### config.mk
export PLATFORM = sky130hd
export DESIGN_NAME = alu_seq_flat
export DESIGN_NICKNAME = d
export VERILOG_FILES = /design/src/rtl/alu_seq_pkg.sv /design/src/rtl/alu_seq_if.sv /design/src/rtl/alu_seq_bcd_digit.sv /design/src/rtl/alu_seq.sv /design/src/flat_wrapper.sv
export SDC_FILE = /design/constraint.sdc
export NUM_CORES = 1
export LEC_CHECK = 0
export CORE_UTILIZATION = 50
export DETAILED_ROUTE_END_ITERATION = 6
export PLACE_DENSITY = 0.74
export RECOVER_POWER = 50
export SLEW_MARGIN = 40
export SYNTH_ARGS = -nofsm -noshare
export SYNTH_HDL_FRONTEND = slang
export SYNTH_HIERARCHICAL = 1
export SYNTH_SLANG_ARGS = --single-unit
### constraint.sdc
create_clock -name clk -period 3.8 [get_ports clk]
set_input_delay 0.38 -clock clk [delete_from_list [all_inputs] [get_ports clk]]
set_output_delay 0.38 -clock clk [all_outputs]
set_load 0.02 [all_outputs]
### src/rtl/alu_seq_pkg.sv
// Shared types for the sequential ALU: operation codes, FSM states and the BCD digit width.
package alu_seq_pkg;

    localparam int BCD_DIG = 4;

    typedef enum logic [3:0] {
        ALU_AND,
        ALU_OR,
        ALU_XOR,
        ALU_BIT,
        ALU_SR,
        ALU_SL,
        ALU_ADD,
        ALU_SUB,
        ALU_CMP
    } alu_op_t;

    typedef enum logic [1:0] {
        IDLE,
        DEC,
        DONE
    } alu_state_t;

    // Only ADD and SUB honour the decimal flag; every other op takes the binary path.
    function automatic logic is_dec_op(alu_op_t op, logic dec);
        return dec && (op == ALU_ADD || op == ALU_SUB);
    endfunction

endpackage

### src/rtl/alu_seq_if.sv
// Request/response bundle between the operand muxes (master) and the ALU (slave).
interface alu_seq_if #(parameter int WIDTH = 8) ();
    import alu_seq_pkg::*;

    // Handshake: a request is accepted on a clock edge where start && ready. Operands are
    // sampled only on that edge. valid is a one-cycle pulse marking the cycle in which
    // out/N/V/Z/C carry the new result; they hold until the next valid.
    logic             start;
    alu_op_t          op;
    logic             dec;
    logic [WIDTH-1:0] ai;
    logic [WIDTH-1:0] bi;
    logic             ci;
    logic             ready;
    logic             valid;
    logic [WIDTH-1:0] out;
    logic             N;
    logic             V;
    logic             Z;
    logic             C;

    modport master (
        output start, op, dec, ai, bi, ci,
        input  ready, valid, out, N, V, Z, C
    );

    modport slave (
        input  start, op, dec, ai, bi, ci,
        output ready, valid, out, N, V, Z, C
    );

endinterface

### src/rtl/alu_seq_bcd_digit.sv
// One 4-bit decimal digit stage: add with +6 correction or subtract with +10 correction.
module alu_seq_bcd_digit (
    input  logic [3:0] a,
    input  logic [3:0] b,
    input  logic       cin,
    input  logic       sub,
    output logic [3:0] s,
    output logic       cout
);

    logic [4:0] sum;
    logic [4:0] diff;

    // diff spans -16..15, so bit 4 is the sign of a - b - borrow.
    always_comb begin
        sum  = {1'b0, a} + {1'b0, b} + {4'b0, cin};
        diff = {1'b0, a} - {1'b0, b} - {4'b0, ~cin};
        s    = '0;
        cout = 1'b0;
        if (sub) begin
            if (diff[4]) begin
                s    = diff[3:0] + 4'd10;
                cout = 1'b0;
            end else begin
                s    = diff[3:0];
                cout = 1'b1;
            end
        end else if (sum > 5'd9) begin
            s    = sum[3:0] + 4'd6;
            cout = 1'b1;
        end else begin
            s    = sum[3:0];
            cout = 1'b0;
        end
    end

endmodule

### src/rtl/alu_seq.sv
// Sequential ALU: single-cycle binary ops, nibble-serial decimal ADD/SUB processing
// DPC digits per cycle; first digit group is consumed on the accept edge.
module alu_seq
    import alu_seq_pkg::*;
#(
    parameter int WIDTH = 8,
    parameter int DPC   = 1
) (
    input  logic       clk,
    input  logic       rst,
    alu_seq_if.slave   bus,
    output alu_state_t dbg_state
);

    localparam int GW = BCD_DIG * DPC;
    localparam int NG = WIDTH / GW;
    localparam int CW = $clog2(NG + 1);

    alu_state_t       state;
    logic [WIDTH-1:0] a_sh;
    logic [WIDTH-1:0] b_sh;
    logic [WIDTH-1:0] res;
    logic             cy;
    logic             sub_r;
    logic             dv;
    logic [CW-1:0]    cnt;

    // Binary datapath, evaluated straight from the bus for the accept edge.
    logic [WIDTH-1:0] opv;
    logic [WIDTH-1:0] bb;
    logic [WIDTH-1:0] bin_out;
    logic [WIDTH:0]   sum;
    logic             cin_eff;
    logic             bin_c;
    logic             bin_n;
    logic             bin_v;
    logic             bin_z;

    always_comb begin
        opv     = bus.ai | bus.bi;
        cin_eff = (bus.op == ALU_CMP) ? 1'b1 : bus.ci;
        bb      = (bus.op == ALU_SUB || bus.op == ALU_CMP) ? ~bus.bi : bus.bi;
        sum     = {1'b0, bus.ai} + {1'b0, bb} + {{WIDTH{1'b0}}, cin_eff};
        bin_out = '0;
        bin_c   = 1'b0;
        case (bus.op)
            ALU_AND, ALU_BIT:          bin_out = bus.ai & bus.bi;
            ALU_OR:                    bin_out = bus.ai | bus.bi;
            ALU_XOR:                   bin_out = bus.ai ^ bus.bi;
            ALU_SR:                    {bin_out, bin_c} = {bus.ci, opv};
            ALU_SL:                    {bin_c, bin_out} = {opv, bus.ci};
            ALU_ADD, ALU_SUB, ALU_CMP: {bin_c, bin_out} = sum;
            default:                   bin_out = '0;
        endcase
        bin_n = bin_out[WIDTH-1];
        bin_z = ~|bin_out;
        bin_v = (bus.ai[WIDTH-1] ^ bin_out[WIDTH-1]) & (bb[WIDTH-1] ^ bin_out[WIDTH-1]);
        if (bus.op == ALU_BIT) begin
            bin_n = bus.bi[WIDTH-1];
            bin_v = bus.bi[WIDTH-2];
        end
        if (bus.op == ALU_CMP) bin_v = 1'b0;
    end

    // Decimal digit chain: fed from the bus in IDLE, from the shift registers in DEC.
    logic [GW-1:0]    da;
    logic [GW-1:0]    db;
    logic             dsub;
    logic [DPC:0]     chain;
    logic [GW-1:0]    grp;
    logic [WIDTH-1:0] dec_res;

    assign da       = (state == IDLE) ? bus.ai[GW-1:0] : a_sh[GW-1:0];
    assign db       = (state == IDLE) ? bus.bi[GW-1:0] : b_sh[GW-1:0];
    assign dsub     = (state == IDLE) ? (bus.op == ALU_SUB) : sub_r;
    assign chain[0] = (state == IDLE) ? bus.ci : cy;
    assign dec_res  = (res >> GW) | (WIDTH'(grp) << (WIDTH - GW));

    for (genvar g = 0; g < DPC; g++) begin : g_digit
        alu_seq_bcd_digit u_digit (
            .a    (da[4*g +: 4]),
            .b    (db[4*g +: 4]),
            .cin  (chain[g]),
            .sub  (dsub),
            .s    (grp[4*g +: 4]),
            .cout (chain[g+1])
        );
    end

    assign dbg_state = state;

    always_ff @(posedge clk) begin
        if (rst) begin
            state     <= IDLE;
            bus.ready <= 1'b1;
            bus.valid <= 1'b0;
            bus.out   <= '0;
            bus.N     <= 1'b0;
            bus.V     <= 1'b0;
            bus.Z     <= 1'b0;
            bus.C     <= 1'b0;
            a_sh      <= '0;
            b_sh      <= '0;
            res       <= '0;
            cy        <= 1'b0;
            sub_r     <= 1'b0;
            dv        <= 1'b0;
            cnt       <= '0;
        end else begin
            case (state)
                IDLE: begin
                    bus.valid <= 1'b0;
                    if (bus.start) begin
                        bus.ready <= 1'b0;
                        if (is_dec_op(bus.op, bus.dec)) begin
                            a_sh  <= bus.ai >> GW;
                            b_sh  <= bus.bi >> GW;
                            res   <= dec_res;
                            cy    <= chain[DPC];
                            sub_r <= (bus.op == ALU_SUB);
                            dv    <= bin_v;
                            cnt   <= CW'(1);
                            if (NG == 1) begin
                                bus.out   <= dec_res;
                                bus.N     <= dec_res[WIDTH-1];
                                bus.Z     <= ~|dec_res;
                                bus.C     <= chain[DPC];
                                bus.V     <= bin_v;
                                bus.valid <= 1'b1;
                                state     <= DONE;
                            end else begin
                                state <= DEC;
                            end
                        end else begin
                            bus.out   <= bin_out;
                            bus.N     <= bin_n;
                            bus.V     <= bin_v;
                            bus.Z     <= bin_z;
                            bus.C     <= bin_c;
                            bus.valid <= 1'b1;
                            state     <= DONE;
                        end
                    end
                end
                DEC: begin
                    a_sh <= a_sh >> GW;
                    b_sh <= b_sh >> GW;
                    res  <= dec_res;
                    cy   <= chain[DPC];
                    cnt  <= cnt + 1'b1;
                    if (cnt == CW'(NG - 1)) begin
                        bus.out   <= dec_res;
                        bus.N     <= dec_res[WIDTH-1];
                        bus.Z     <= ~|dec_res;
                        bus.C     <= chain[DPC];
                        bus.V     <= dv;
                        bus.valid <= 1'b1;
                        state     <= DONE;
                    end
                end
                DONE: begin
                    bus.valid <= 1'b0;
                    bus.ready <= 1'b1;
                    state     <= IDLE;
                end
                default: begin
                    bus.valid <= 1'b0;
                    bus.ready <= 1'b1;
                    state     <= IDLE;
                end
            endcase
        end
    end

endmodule

### src/flat_wrapper.sv
// flat-port wrapper written by rule: the top's interface ports become plain ports
module alu_seq_flat import alu_seq_pkg::*;
#(
    parameter int WIDTH = 8,
    parameter int DPC   = 1
)
  (clk, rst, dbg_state, bus_start, bus_op, bus_dec, bus_ai, bus_bi, bus_ci, bus_ready, bus_valid, bus_out, bus_N, bus_V, bus_Z, bus_C);
  alu_seq_if #(.WIDTH(WIDTH)) bus_i ();
  input  logic clk;
  input  logic rst;
  output alu_state_t dbg_state;
  input wire logic [$bits(bus_i.start)-1:0] bus_start;
  input wire logic [$bits(bus_i.op)-1:0] bus_op;
  input wire logic [$bits(bus_i.dec)-1:0] bus_dec;
  input wire logic [$bits(bus_i.ai)-1:0] bus_ai;
  input wire logic [$bits(bus_i.bi)-1:0] bus_bi;
  input wire logic [$bits(bus_i.ci)-1:0] bus_ci;
  output wire logic [$bits(bus_i.ready)-1:0] bus_ready;
  output wire logic [$bits(bus_i.valid)-1:0] bus_valid;
  output wire logic [$bits(bus_i.out)-1:0] bus_out;
  output wire logic [$bits(bus_i.N)-1:0] bus_N;
  output wire logic [$bits(bus_i.V)-1:0] bus_V;
  output wire logic [$bits(bus_i.Z)-1:0] bus_Z;
  output wire logic [$bits(bus_i.C)-1:0] bus_C;
  assign bus_i.start = bus_start;
  assign bus_i.op = bus_op;
  assign bus_i.dec = bus_dec;
  assign bus_i.ai = bus_ai;
  assign bus_i.bi = bus_bi;
  assign bus_i.ci = bus_ci;
  assign bus_ready = bus_i.ready;
  assign bus_valid = bus_i.valid;
  assign bus_out = bus_i.out;
  assign bus_N = bus_i.N;
  assign bus_V = bus_i.V;
  assign bus_Z = bus_i.Z;
  assign bus_C = bus_i.C;
  alu_seq #(.WIDTH(WIDTH), .DPC(DPC)) u_core (.clk(clk), .rst(rst), .bus(bus_i), .dbg_state(dbg_state));
endmodule
# After elaboration in Yosys (flattened, before gate mapping)
# Cells that the tools add are included.
dict set report classes {
  add_sub_neg 9
  n_lt_le_gt_ge 1
  n_eq_ne 14
  n_mux 62
  n_bitwise 10
  reduce_logical 17
}
# cell n
set op_table {}
lappend op_table {{$mux W8} 10}
lappend op_table {{$pmux W8 S2} 4}
lappend op_table {{$pmux W8 S6} 1}
lappend op_table {{$mux W1} 27}
lappend op_table {{$mux W4} 5}
lappend op_table {{$eq A4 B3 Y1 const B} 4}
lappend op_table {{$reduce_or A8 Y1} 2}
lappend op_table {{$pmux W1 S2} 7}
lappend op_table {{$mux W2} 5}
lappend op_table {{$add A8 B8 Y9} 1}
lappend op_table {{$add A9 B1 Y9} 1}
lappend op_table {{$and A8 B8 Y8} 1}
lappend op_table {{$eq A4 B2 Y1 const B} 2}
lappend op_table {{$not A8 Y8} 1}
lappend op_table {{$or A4 B8 Y8} 1}
lappend op_table {{$or A8 B8 Y8} 1}
lappend op_table {{$pmux W2 S2} 2}
lappend op_table {{$xor A8 B8 Y8} 1}
lappend op_table {{$ne A2 B2 Y1 const B} 3}
lappend op_table {{$reduce_and A3 Y1} 2}
lappend op_table {{$add A4 B4 Y5} 1}
lappend op_table {{$add A5 B1 Y5} 1}
lappend op_table {{$gt A5 B4 Y1 const B} 1}
lappend op_table {{$sub A4 B4 Y5} 1}
lappend op_table {{22 further kinds} 28}
dict set report totals {
  ff_bits 45
  in_bits 25
}

# Logic depth before layout (Yosys ltp)
# Gate-level depths: netlist of run 1.
dict set report depth {
  ltp_word 13
  ltp_mapped 17
}

# By module
# The synthesis of run 1 kept the hierarchy.
# module n_inst cells_each area_per_inst_um2 seq_area_each_um2
set by_module_without_submodules {}
lappend by_module_without_submodules {alu_seq 1 347 2877.8 660.6}
lappend by_module_without_submodules {alu_seq_bcd_digit 1 75 606.8 0.0}

# Worst setup path before layout of run 1
# OpenSTA, ideal clock, no wires.
dict set report synth_path {
  path_kind {reg-to-reg}
  startpoint {reg u_core.state[0] (netlist: u_core/dbg_state[0])}
  endpoint {reg u_core.bus.Z}
  setup_ns 0.096
  t_arrival_ns 3.827
  required_ns 3.704
  setup_slack_ns -0.122
  path_stages_with_launch 18
  path_cell_list {dfxtp_1 clkbuf_1 nor2_1 buf_1 mux2_2 inv_1 fa_1 inv_1 fa_1 and2b_2 o21ai_0 nand2_1 nor3b_1 o311a_1 nor4_1 nand4_1 a21o_1 o41ai_2}
}
dict set report synth_between {
  elab_chain_len 12
  word_cells_on_any_way 27
}
# element line_no
set synth_lines {}
lappend synth_lines {{start, declared} alu_seq.sv:19} ;# alu_state_t state;
lappend synth_lines {{start signal, assigned} alu_seq.sv:94} ;# state <= IDLE;
lappend synth_lines {{start signal, assigned} alu_seq.sv:130} ;# state <= DONE;
lappend synth_lines {{start signal, assigned} alu_seq.sv:132} ;# state <= DEC;
lappend synth_lines {{$logic_not A2 Y1 *} alu_seq.sv:73} ;# assign da = (state == IDLE) ? bus.ai[GW-1:0] : a_sh[GW-1:0];
lappend synth_lines {{$mux W4 *} alu_seq.sv:73}
lappend synth_lines {{named net u_core.da[0]} alu_seq.sv:66} ;# logic [GW-1:0] da;
lappend synth_lines {{$add A4 B4 Y5 or $sub A4 B4 Y5 (tied branches)} {alu_seq_bcd_digit.sv:16, alu_seq_bcd_digit.sv:17}}
lappend synth_lines {{$add A5 B1 Y5 or $sub A5 B1 Y5 (tied branches)} {alu_seq_bcd_digit.sv:16, alu_seq_bcd_digit.sv:17}}
lappend synth_lines {{$add A4 B3 Y4 (tied with other cells)} alu_seq_bcd_digit.sv:29} ;# s = sum[3:0] + 4'd6;
lappend synth_lines {{$mux W4 (on tied branches)} {alu_seq_bcd_digit.sv:28, alu_seq_bcd_digit.sv:21}}
lappend synth_lines {{$mux W4 *} alu_seq_bcd_digit.sv:20} ;# if (sub) begin
lappend synth_lines {{$or A4 B8 Y8 *} alu_seq.sv:77} ;# assign dec_res = (res >> GW) | (WIDTH'(grp) << (WIDTH - GW));
lappend synth_lines {{named net u_core.dec_res[7]} alu_seq.sv:71} ;# logic [WIDTH-1:0] dec_res;
lappend synth_lines {{$reduce_or A8 Y1 *} alu_seq.sv:154} ;# bus.Z <= ~|dec_res;
lappend synth_lines {{$logic_not A1 Y1 *} alu_seq.sv:154}
lappend synth_lines {{$mux W1 *} alu_seq.sv:151} ;# if (cnt == CW'(NG - 1)) begin
lappend synth_lines {{$pmux W1 S2 *} alu_seq.sv:110} ;# case (state)
lappend synth_lines {{end signal, assigned} alu_seq.sv:126} ;# bus.Z <= ~|dec_res;
lappend synth_lines {{end signal, assigned} alu_seq.sv:138} ;# bus.Z <= bin_z;
lappend synth_lines {{end signal, assigned} alu_seq.sv:154}
lappend synth_lines {{end, declared} alu_seq_if.sv:29} ;# output ready, valid, out, N, V, Z, C
# Mark *: on every way through the listed nets, which the timed path passes. The rest lies on a longest branch. The select of a mux whose other input is x is not followed.
# A chain may end at the register's enable or synchronous reset.

# Worst setup path in the final report of run 1
dict set report layout_path {
  startpoint {in bus_op[1]}
  endpoint {reg u_core.bus.Z}
}
dict set report layout_between {
  elab_chain_len 11
  word_cells_on_any_way 32
}
# element line_no
set layout_lines {}
lappend layout_lines {{start, declared} flat_wrapper.sv:13} ;# input wire logic [$bits(bus_i.op)-1:0] bus_op;
lappend layout_lines {{$eq A4 B3 Y1 or $eq A4 B4 Y1 (tied branches)} --}
lappend layout_lines {{$logic_or A1 B1 Y1} alu_seq.sv:42} ;# bb = (bus.op == ALU_SUB || bus.op == ALU_CMP) ? ~bus.bi : bus.bi;
lappend layout_lines {{$mux W8} alu_seq.sv:42}
lappend layout_lines {{$add A8 B8 Y9} alu_seq.sv:43} ;# sum = {1'b0, bus.ai} + {1'b0, bb} + {{WIDTH{1'b0}}, cin_eff};
lappend layout_lines {{$add A9 B1 Y9} alu_seq.sv:43}
lappend layout_lines {{$pmux W8 S6} alu_seq.sv:46} ;# case (bus.op)
lappend layout_lines {{$reduce_or A8 Y1} alu_seq.sv:56} ;# bin_z = ~|bin_out;
lappend layout_lines {{$logic_not A1 Y1} alu_seq.sv:56}
lappend layout_lines {{$mux W1} alu_seq.sv:115} ;# if (is_dec_op(bus.op, bus.dec)) begin
lappend layout_lines {{$mux W1} alu_seq.sv:113} ;# if (bus.start) begin
lappend layout_lines {{$pmux W1 S2} alu_seq.sv:110}
# Parallel ways exist; a longest one is shown, timed or not. The select of a mux whose other input is x is not followed.

==> results.py, run 1 <==
metrics = {
    "run_status": {
        "outcome": "finished, final reports clean",
    },
    "synth": {
        "ys.flop_type": "dfxtp_1",
        "syn_inst": 422,
        "ys_async_sr_fraction": 0,
        "yosys-top-cells-count": "nand2_1, nor2_1, ha_1",
        "post_synth_num_cell_types": 75,
        "synth_warnings": 6,
        "ys_ff_latch": 33,
        "synthTopCellsByArea": "dfxtp_1, ha_1, mux2_2",
        "ys_seq_area_frac": 0.1896,
        "syn_avg_cell_area_um2": 8.257,
        "synth_area_um2": 3485,
        "synth_area_leader_cell": "dfxtp_1",
        "synth_edf_count": 0,
        "netlist.area_leader.share": 0.1896,
        "syn_nets": 488,
    },
    "global_routing": {
        "overflow": 0,
        "grt_pass1_vias": 3247,
        "grt_usage": 0.2732,
        "antenna_found_initial": 0,
        "grt_pass1_wl_mm": 15.79,
        "grt_max_degree": 29,
    },
    "placement": {
        "routabilityCongestion": 0.9662,
        "dp_cells": 543,
        "io_buffers": 40,
        "dp_hpwl_mm": 7.430,
        "post_dp_cell_area_um2": 4031,
    },
    "routing": {
        "num_vias": 3332,
        "post_drt_wl_per_cell_um": 17.25,
        "antenna_left": 0,
        "first_iter_violations": 238,
        "routed_via_density": 6.036,
        "wl_mm": 9.520,
        "drtPass1Iterations": 5,
        "drc": 0,
    },
    "cts": {
        "ctsHtreeMaxLevel": 2,
        "worst_skew_pair.late_latency_ps": 290,
        "cts.path.max_buffers": 2,
        "postCtsHoldBufs": 0,
        "cts-root-buf": "clkbuf_8",
        "cts_tree": "yes",
        "clkSlewWorstSetupHoldPaths_ps": 80,
        "numCtsBuffers": 5,
        "clock-sinks": 33,
    },
    "cells_and_area": {
        "fin_cells": 552,
        "syn2layout_area_growth_pct": 19.78,
        "drive_gt1_frac": 0.1462,
        "stdcell_area_um2": 4174,
        "nNetsFinal": 537,
        "antenna_cells": 0,
    },
    "flow_run": {
        "max_cap_violations": 0,
    },
    "floorplanning": {
        "io_pins": 41,
        "die_h_um": 85.48,
        "coreArea_um2": 6756,
        "dieArea_um2": 7307,
        "num_rows": 30,
        "start_util": 0.5157,
        "die_w_um": 85.48,
    },
    "sta": {
        "finalSetupViolations": 0,
        "drv_slew": 0,
        "grt_setup_unrepaired": "no",
        "finalClockSkew_ps": 9.395,
        "hold_viol": 0,
        "max_freq_mhz": 275.1,
        "tightest_slew_ps": 562.6,
        "slew_headroom": 0.6250,
        "finalCriticalPeriod_ps": 3635,
        "period_share": 0.9567,
        "tns_ps": 0,
    },
    "power_and_ir_drop": {
        "finalPower_mw": 1.360,
        "p_leak_nw": 1.767,
        "powerDensity_nw_per_um2": 325.8,
        "ir_worst_vdd_v": 0.0001894,
    },
    "worst_setup_path": {
        "worstSetupStartpointType": "input port",
        "r2r_end": "u_core/bus.Z",
        "path_max_fanout": 3,
        "cpPeakStageDelay_ps": 610,
        "r2r_cells": 16,
        "path_cells": "dlygate4sd3_1 > nor4b_4 > a31o_1 > xnor2_1 > fa_1 > fa_1 > a21o_1 > a21oi_1 > xnor2_1 > a211oi_1 > buf_4 > nand2_1 > o41ai_2",
        "end_kind": "register",
        "startpoint": "bus_op[1]",
        "critPathArrivalTime_ps": 3840,
        "r2r_setup_slack_ps": 230,
        "worstSetupPathType": "in -> reg",
        "crit_path_top_delay_cell": "dlygate4sd3_1",
        "r2r_start": "u_core/dbg_state[0]",
        "crit_end": "u_core/bus.Z",
        "cp.required_ps": 4000,
    },
    "min_path": {
        "min_path_type": "reg -> reg",
    },
}
## layout by cell type, fill, tap and decap left out, drive strengths merged, types with 6 or more instances in the layout
cell and n:
dfxtp 33, a211oi 7, inv 34, nand2b 8, nor2 40, mux2i 17
nor2b 8, buf 23, mux2 17, clkbuf 6, o21ai 8, xnor2 12
o211ai 6, dlygate4sd3 18, fa 6, nand2 38, ha 35, a21oi 35
clkdlybuf4s50 22
## critical path: cells and delay by family
| family | cells | cell delay, ps |
|---|---|---|
| buffers and inverters | 2 | 790 |
| adders and majority gates | 2 | 890 |
| AOI/OAI and AO/OA | 5 | 1210 |
| and+or+nand+nor | 2 | 380 |
| xor gates and xnor gates | 2 | 190 |
## worst min-delay path by stage
stage,start,end,slack [ps],cells after the start
after floorplan,u_core/sub_r,u_core/sub_r,430,2
after global placement,u_core/sub_r,u_core/sub_r,440,2
after detailed placement,u_core/bus.out[1],u_core/bus.out[1],450,2
after CTS,u_core/bus.out[1],u_core/bus.out[1],460,2
after global routing,u_core/bus.out[0],u_core/bus.out[0],470,2
final,u_core/bus.out[4],u_core/bus.out[4],450,2
## what timing repair did
action                                  in CTS  in global routing
resized for setup                            0                  2
endpoints found under the hold margin        0                  0
endpoints found under the setup margin       0                  1
setup buffers                                0                  0
## area by class of cell
type                            count  area [um^2]
Fill cell                         608         2582
Multi-Input combinational cell    333         2575
Sequential cell                    33        660.6
Timing Repair Buffer               64        576.8
Inverter                           34        127.6
Tap cell                           80        100.1
Clock buffer                        5        68.82
Clock inverter                      3        65.06
## per-layer routing
layer,up-vias,GRT usage,routed length (um)
li1,1608,-,-
met1,1578,0.3522,4244
met2,124,0.4567,4504
met3,22,0.05642,558
met4,0,0.08636,213
met5,-,0,0
## stage by stage
step	setup WS (ps)	utilization	hold slack, ps
after floorplan	27.89	-	432.9
after global placement	63.51	0.5967	440.7
after detailed placement	-22.19	0.5967	445.1
after CTS	187.2	0.6165	456.9
after global routing	12.69	0.6178	465.2
final	164.7	0.6178	451.7
## registers in the layout, indices dropped and copies added, names as in the netlist
name,flops
u_core/a_sh,4
u_core/b_sh,4
u_core/bus.C,1
u_core/bus.N,1
u_core/bus.V,1
u_core/bus.Z,1
u_core/bus.out,8
u_core/bus.ready,1
u_core/bus.valid,1
u_core/cnt,2
u_core/cy,1
u_core/dbg_state,2
u_core/dv,1
u_core/res,4
u_core/sub_r,1
## report_power, final
part	switching, mW	internal [mW]
combinational	0.324	0.269
clock	0.137	0.261
sequential	0.00831	0.361
## cells by family (layout without fill, tap and decap cells)
kind of cell / after synthesis / after routing / synth area share
AOI/OAI and AO/OA: 103 / 103 / 0.2198
muxes: 34 / 34 / 0.1038
and+or+nand+nor: 138 / 138 / 0.2090
DFF: 33 / 33 / 0.1896
buffers and inverters: 56 / 106 / 0.07289
xor gates and xnor gates: 17 / 17 / 0.04488
adders and majority gates: 41 / 41 / 0.1601
Note: power is estimated with default switching activity, not from simulation.
==> run 2, diff against run 1 <==
- SKIP_LAST_GASP: not set -> 1
==> results of run 2 <==
No change in the layout: final DEF, timing and power equal those of run 1.
==> patch 1 (config.mk and constraints of run 2) <==
Put one more register stage on the output `dbg_state`. The value now appears one clock later. The other outputs are not delayed to match.
--- a/src/rtl/alu_seq.sv
+++ b/src/rtl/alu_seq.sv
@@ -87,7 +87,9 @@
         );
     end
 
-    assign dbg_state = state;
+    always_ff @(posedge clk) begin
+        dbg_state <= state;
+    end
 
     always_ff @(posedge clk) begin
         if (rst) begin
Function: changed (Yosys sat finds a counterexample within 4 cycles, from zero or initial values and one cycle with rst high).
==> patch 1 against run 2 <==
  * The flow now finishes with violations (design-rule violations)
  * Synthesized cell count grew 1.2%
  * Power shrank 4.0%
  * Synthesized area shrank 2.5%
  * Routed wire length shrank 5.8%
  * Worst setup slack gained 0.069 ns
  * Via count shrank 2.4%
  * Cell area shrank 2.1%
  * Sequential cell count grew 2
  * Non-clock buffer count grew 1
  * Critical path type is now reg -> reg
  * Largest cell class unchanged
  * Highest routed layer unchanged
==> patch 1: results (changes against run 2) <==
* Status: finished with violations
* Failing checks: design-rule violations
* CTS root buf: clkbuf_8
* Max reg flops at 8 (unchanged)
* Complex-gate fraction of the synthesized area at 20.8% (-1.2 points)
* Placed cell areas at 3970 um2 (-1.6%)
* Fraction of synthesized area in multiplexers at 8.29% (-2.1 points)
* Post-Syn Nets at 493 (+1.0%)
* Crit path from: u_core/state[0]
* RePlAce Congestion at 0.930 (-3.7%)
* FF-to-FF path depth at 16 (unchanged)
* Clock skew at 0.00712 ns (-0.00228 ns)
* Total number of vias at 3253 (-2.4%)
* CP max stage delay at 0.40 ns (-0.21 ns)
* DRT iter0 DRCs at 184 (-23%)
* Peak VDD IR at 173 uV (-8.7%)
* Async S/R FF share, synth at 0% (unchanged)
* Layout cells sized above 1 at 11.1% (-3.5 points)
* Largest net degree at the start of global routing at 27 (-6.9%)
* Syn_area_per_cell at 7.95 um2 (-3.7%)
* CP delay by family, top: adder cells
* Clock Latency Late Sink at roughly 0.28 ns
* Critical path peak fanout at 9 (+6)
* Beginning of the worst hold path: u_core/bus.out[2]
* Drt drc at 3 (+3)
* First-pass GRT wire length at 15300 um (-2.9%)
* HPWL after detailed placement at 7230 um (-2.7%)
* Sequential fraction of the synthesis area at 20.6% (+1.7 points)
* P_sw at 0.462 mW (-1.5%)
* Worst-margin pin slew at 0.940 ns (+0.378 ns)
* Fin nets at 542 (+0.93%)
* Comb pwr share at 44.3% (+0.7 points)
* Cell variety after synth at 70 (-6.7%)
* N_diodes at 0 (unchanged)
* Worst Path Class, Setup: reg -> reg
* Worst r2r dst: u_core/bus.Z
* Non-Filler Instances at 554 (+0.36%)
* Synth area leaders: dfxtp_1, ha_1, nor2_1
* Max Freq at 0.280 GHz (+1.9%)
* Worst-case clock buffer depth at 2 (unchanged)
* PD cells at 320 nW/um2 (-1.9%)
* Adder-Cell Fraction of Synth Area at 16.4% (+0.42 points)
* DRT Wirelength at 8970 um (-5.8%)
* Synth cell count leaders: nor2_1, dfxtp_1, ha_1
* Hold Path End: u_core/bus.out[2]
* H-tree depth at 2 (unchanged)
* Initial antenna violation count at 0 (unchanged)
* Placed insts at 546 (+0.55%)
* Gr usage total at 26.6% (-0.73 points)
* Vias in the first global route at 3209 (-1.2%)
* Hold_ws at 0.454 ns (+0.00199 ns)
* DRT Pass-1 Iters at 7 (+2)
* Slowest cell on crit path: fa_1
* Period utilization at 93.9% (-1.8 points)
* Post-synthesis xor/xnor area fraction at 4.13% (-0.36 points)
* Pleak at 1.82 nW (+3.3%)
* Clk slew on worst S/H paths at 0.08 ns (about the same)
* Arr. time, crit path at 3.79 ns (-0.05 ns)
* Placement Setup Slack at 0.0449 ns (+0.0671 ns)
* Clk pwr share at 25.5% (-3.8 points)
==> patch 1: cell count changes after synthesis, moves of 4 or more <==
cell and change:
nand2_1 -20, nor2_1 +19, o21ai_0 +16, mux2_2 -7, nor3b_1 +7, nor2b_1 -6, buf_2 +5, nor3_1 +5
nand2b_1 +4, nand4_1 -4, o22ai_1 -4, or3_1 -4
==> patch 1: area by class of cell <==
cell class / instances / area [um2]
clock inverter: 3 / 43.8
multi-input combinational: 334 / 2460
timing repair buffer: 65 / 584
fill: 587 / 2370
clock buffer: 5 / 68.8
sequential: 35 / 701
inverter: 35 / 131
tap: 77 / 96.3
==> patch 1: metal layers <==
| metal | routed length (um) | track usage (%) | up-vias |
|---|---|---|---|
| li1 | - | - | 1625 |
| met1 | 4230 | 35.3 | 1509 |
| met2 | 4150 | 44.7 | 103 |
| met3 | 417 | 4.13 | 16 |
| met4 | 165 | 8.01 | 0 |
| met5 | 0 | 0 | - |
==> patch 2 (settings of run 2) <==
Made on the original files. `WIDTH` is set to 8 in 3 places; all go to 16.
--- a/src/rtl/alu_seq_if.sv
+++ b/src/rtl/alu_seq_if.sv
@@ -1,5 +1,5 @@
 // Request/response bundle between the operand muxes (master) and the ALU (slave).
-interface alu_seq_if #(parameter int WIDTH = 8) ();
+interface alu_seq_if #(parameter int WIDTH = 16) ();
     import alu_seq_pkg::*;
 
     // Handshake: a request is accepted on a clock edge where start && ready. Operands are
--- a/src/rtl/alu_seq.sv
+++ b/src/rtl/alu_seq.sv
@@ -3,7 +3,7 @@
 module alu_seq
     import alu_seq_pkg::*;
 #(
-    parameter int WIDTH = 8,
+    parameter int WIDTH = 16,
     parameter int DPC   = 1
 ) (
     input  logic       clk,
--- a/src/flat_wrapper.sv
+++ b/src/flat_wrapper.sv
@@ -1,7 +1,7 @@
 // flat-port wrapper written by rule: the top's interface ports become plain ports
 module alu_seq_flat import alu_seq_pkg::*;
 #(
-    parameter int WIDTH = 8,
+    parameter int WIDTH = 16,
     parameter int DPC   = 1
 )
   (clk, rst, dbg_state, bus_start, bus_op, bus_dec, bus_ai, bus_bi, bus_ci, bus_ready, bus_valid, bus_out, bus_N, bus_V, bus_Z, bus_C);
Ports: changed (resized bus_ai, bus_bi and bus_out); port bits go from 41 to 65. No check against the original RTL was run, so the function may have changed too.
==> patch 2 against run 2 <==
  * Non-clock buffer count increased by 98
  * Clock power increased to 2.6 times the old value
  * First-iteration DRC count increased by 150%
  * Routed wire length increased by 110%
  * Sequential cell count increased by 33
  * Cell area increased by 87%
  * Fmax decreased by 4.2%
  * Worst setup slack got worse by 0.16 ns
  * Global-route usage increased by 6.6 points
  * Sequential share of layout area increased by 1.2 points
  * Power increased by 120%
  * Synthesized area increased by 66%
  * Critical path type is now reg -> reg
  * Highest routed layer unchanged
==> patch 2: results (changes against run 2) <==
* Status: completed
* Filler cells at 906 (+49%)
* Fin nets at 1001 (+86%)
* RePlAce Congestion at 0.993 (+2.7%)
* Hold_ws at 0.446 ns (-0.00555 ns)
* Number of CTS-inserted buffers at 9 (+4)
* Synth cell count leaders: nand2_1, a21oi_1, nor2_1
* Max Freq at 0.264 GHz (-4.2%)
* Worst-case clock buffer depth at 2 (unchanged)
* Placement Setup Slack at -0.525 ns (-0.503 ns)
* Critical path peak fanout at 5 (+2)
* Vias/cell at 6.02 (-0.22%)
* CP max stage delay at 0.44 ns (-0.17 ns)
* Synth area leaders: dfxtp_1, ha_1, nand2_1
* Wirelength per Cell at 19.1 um (+11%)
* Clock Latency Late Sink at 0.33 ns (+0.04 ns)
* Pleak at 3.40 nW (+93%)
* Yosys warnings at 6 (unchanged)
* HPWL after detailed placement at 14800 um (+99%)
* Peak VDD IR at 296 uV (+57%)
* DRT iter0 DRCs at 584 (+150%)
* Layout cells sized above 1 at 20.6% (+6.0 points)
* Post-Syn Nets at 872 (+79%)
* Gr usage total at 33.9% (+6.6 points)
* Cell variety after synth at 70 (-6.7%)
* DRT Pass-1 Iters at 6 (+1)
* Worst-margin pin slew at 1.36 ns (+0.793 ns)
* Largest net degree at the start of global routing at 65 (+120%)
* Slowest cell on crit path: or4_4
* First-pass GRT wire length at 30800 um (+95%)
* Buffers added on ports at 64 (+60%)
* Placed cell areas at 7120 um2 (+77%)
* Arr. time, crit path at 4.04 ns (+0.20 ns)
* Vias in the first global route at 6026 (+86%)
* CTS root buf: clkbuf_16
* H-tree depth at 3 (+1)
[patch 2: cell count changes after synthesis, moves of 25 or more]
cell            run 2  this run
a21oi_1            34        72
dfxtp_1            33        66
ha_1               35        60
nand2_1            38       121
nor2_1             38        70
o21ai_0             6        34
[patch 2: area by class of cell]
class / instances / share of cell area (%)
Clock inverter: 6 / 1.77
Clock buffer: 10 / 2.94
Inverter: 52 / 2.57
Tap cell: 140 / 2.25
Multi-Input combinational cell: 603 / 55.6
Sequential cell: 66 / 17.0
Timing Repair Buffer: 162 / 17.9
[patch 2: final timing paths]
kind,start,end,depth (start not counted)
setup / recovery,u_core/dbg_state[1],u_core/bus.Z,17
hold / removal,u_core/bus.out[9],u_core/bus.out[9],2
setup reg to reg,u_core/dbg_state[1],u_core/bus.Z,17
hold reg to reg,u_core/bus.out[9],u_core/bus.out[9],2
[patch 2: worst max-delay path, delay by kind of cell (launching register included)]
kind | cells | cell delay [ns]
AOI/OAI and AO/OA | 5 | 0.82
xor gates and xnor gates | 1 | 0.22
adders and majority gates | 2 | 0.60
buffers and inverters | 2 | 0.11
DFF | 1 | 0.34
muxes | 1 | 0.34
and+or+nand+nor | 6 | 1.29
[patch 2: through the flow]
| stage | std cells | util (%) |
|---|---|---|
| CTS | 1035 | 68.4 |
| floorplan | 765 | - |
| finish | 1039 | 70.7 |
| global placement | 1018 | 64.6 |
| detailed placement | 1018 | 64.6 |
| global route | 1039 | 70.7 |
[patch 2: timing repair]
action                     CTS  global route
gates resized for setup     15            47
setup buffers                1             4
setup endpoints to repair    6            10
pin swaps                    4            14
[patch 2: logic make-up after synthesis]
logic type,after synthesis,share of synthesized area [%]
buf+inv,96,6.96
xor+xnor,30,4.55
flops,66,22.9
fa+ha+maj,66,15.1
simple gates,280,23.3
compound gates,210,24.1
mux,17,3.14
[patch 2: where the power goes]
part | internal [mW] | switching [mW] | total (mW)
clock network | 0.711 | 0.324 | 1.03
registers | 0.718 | 0.0169 | 0.735
logic | 0.554 | 0.608 | 1.16
total | 1.98 | 0.949 | 2.93
[patch 2: routing by layer]
metal | vias up | track usage, % | wire (um)
li1 | 2972 | - | -
met2 | 281 | 57.1 | 9530
met3 | 60 | 5.33 | 1390
met5 | - | 0 | 0
met4 | 0 | 17.9 | 905
met1 | 2945 | 41.7 | 7990
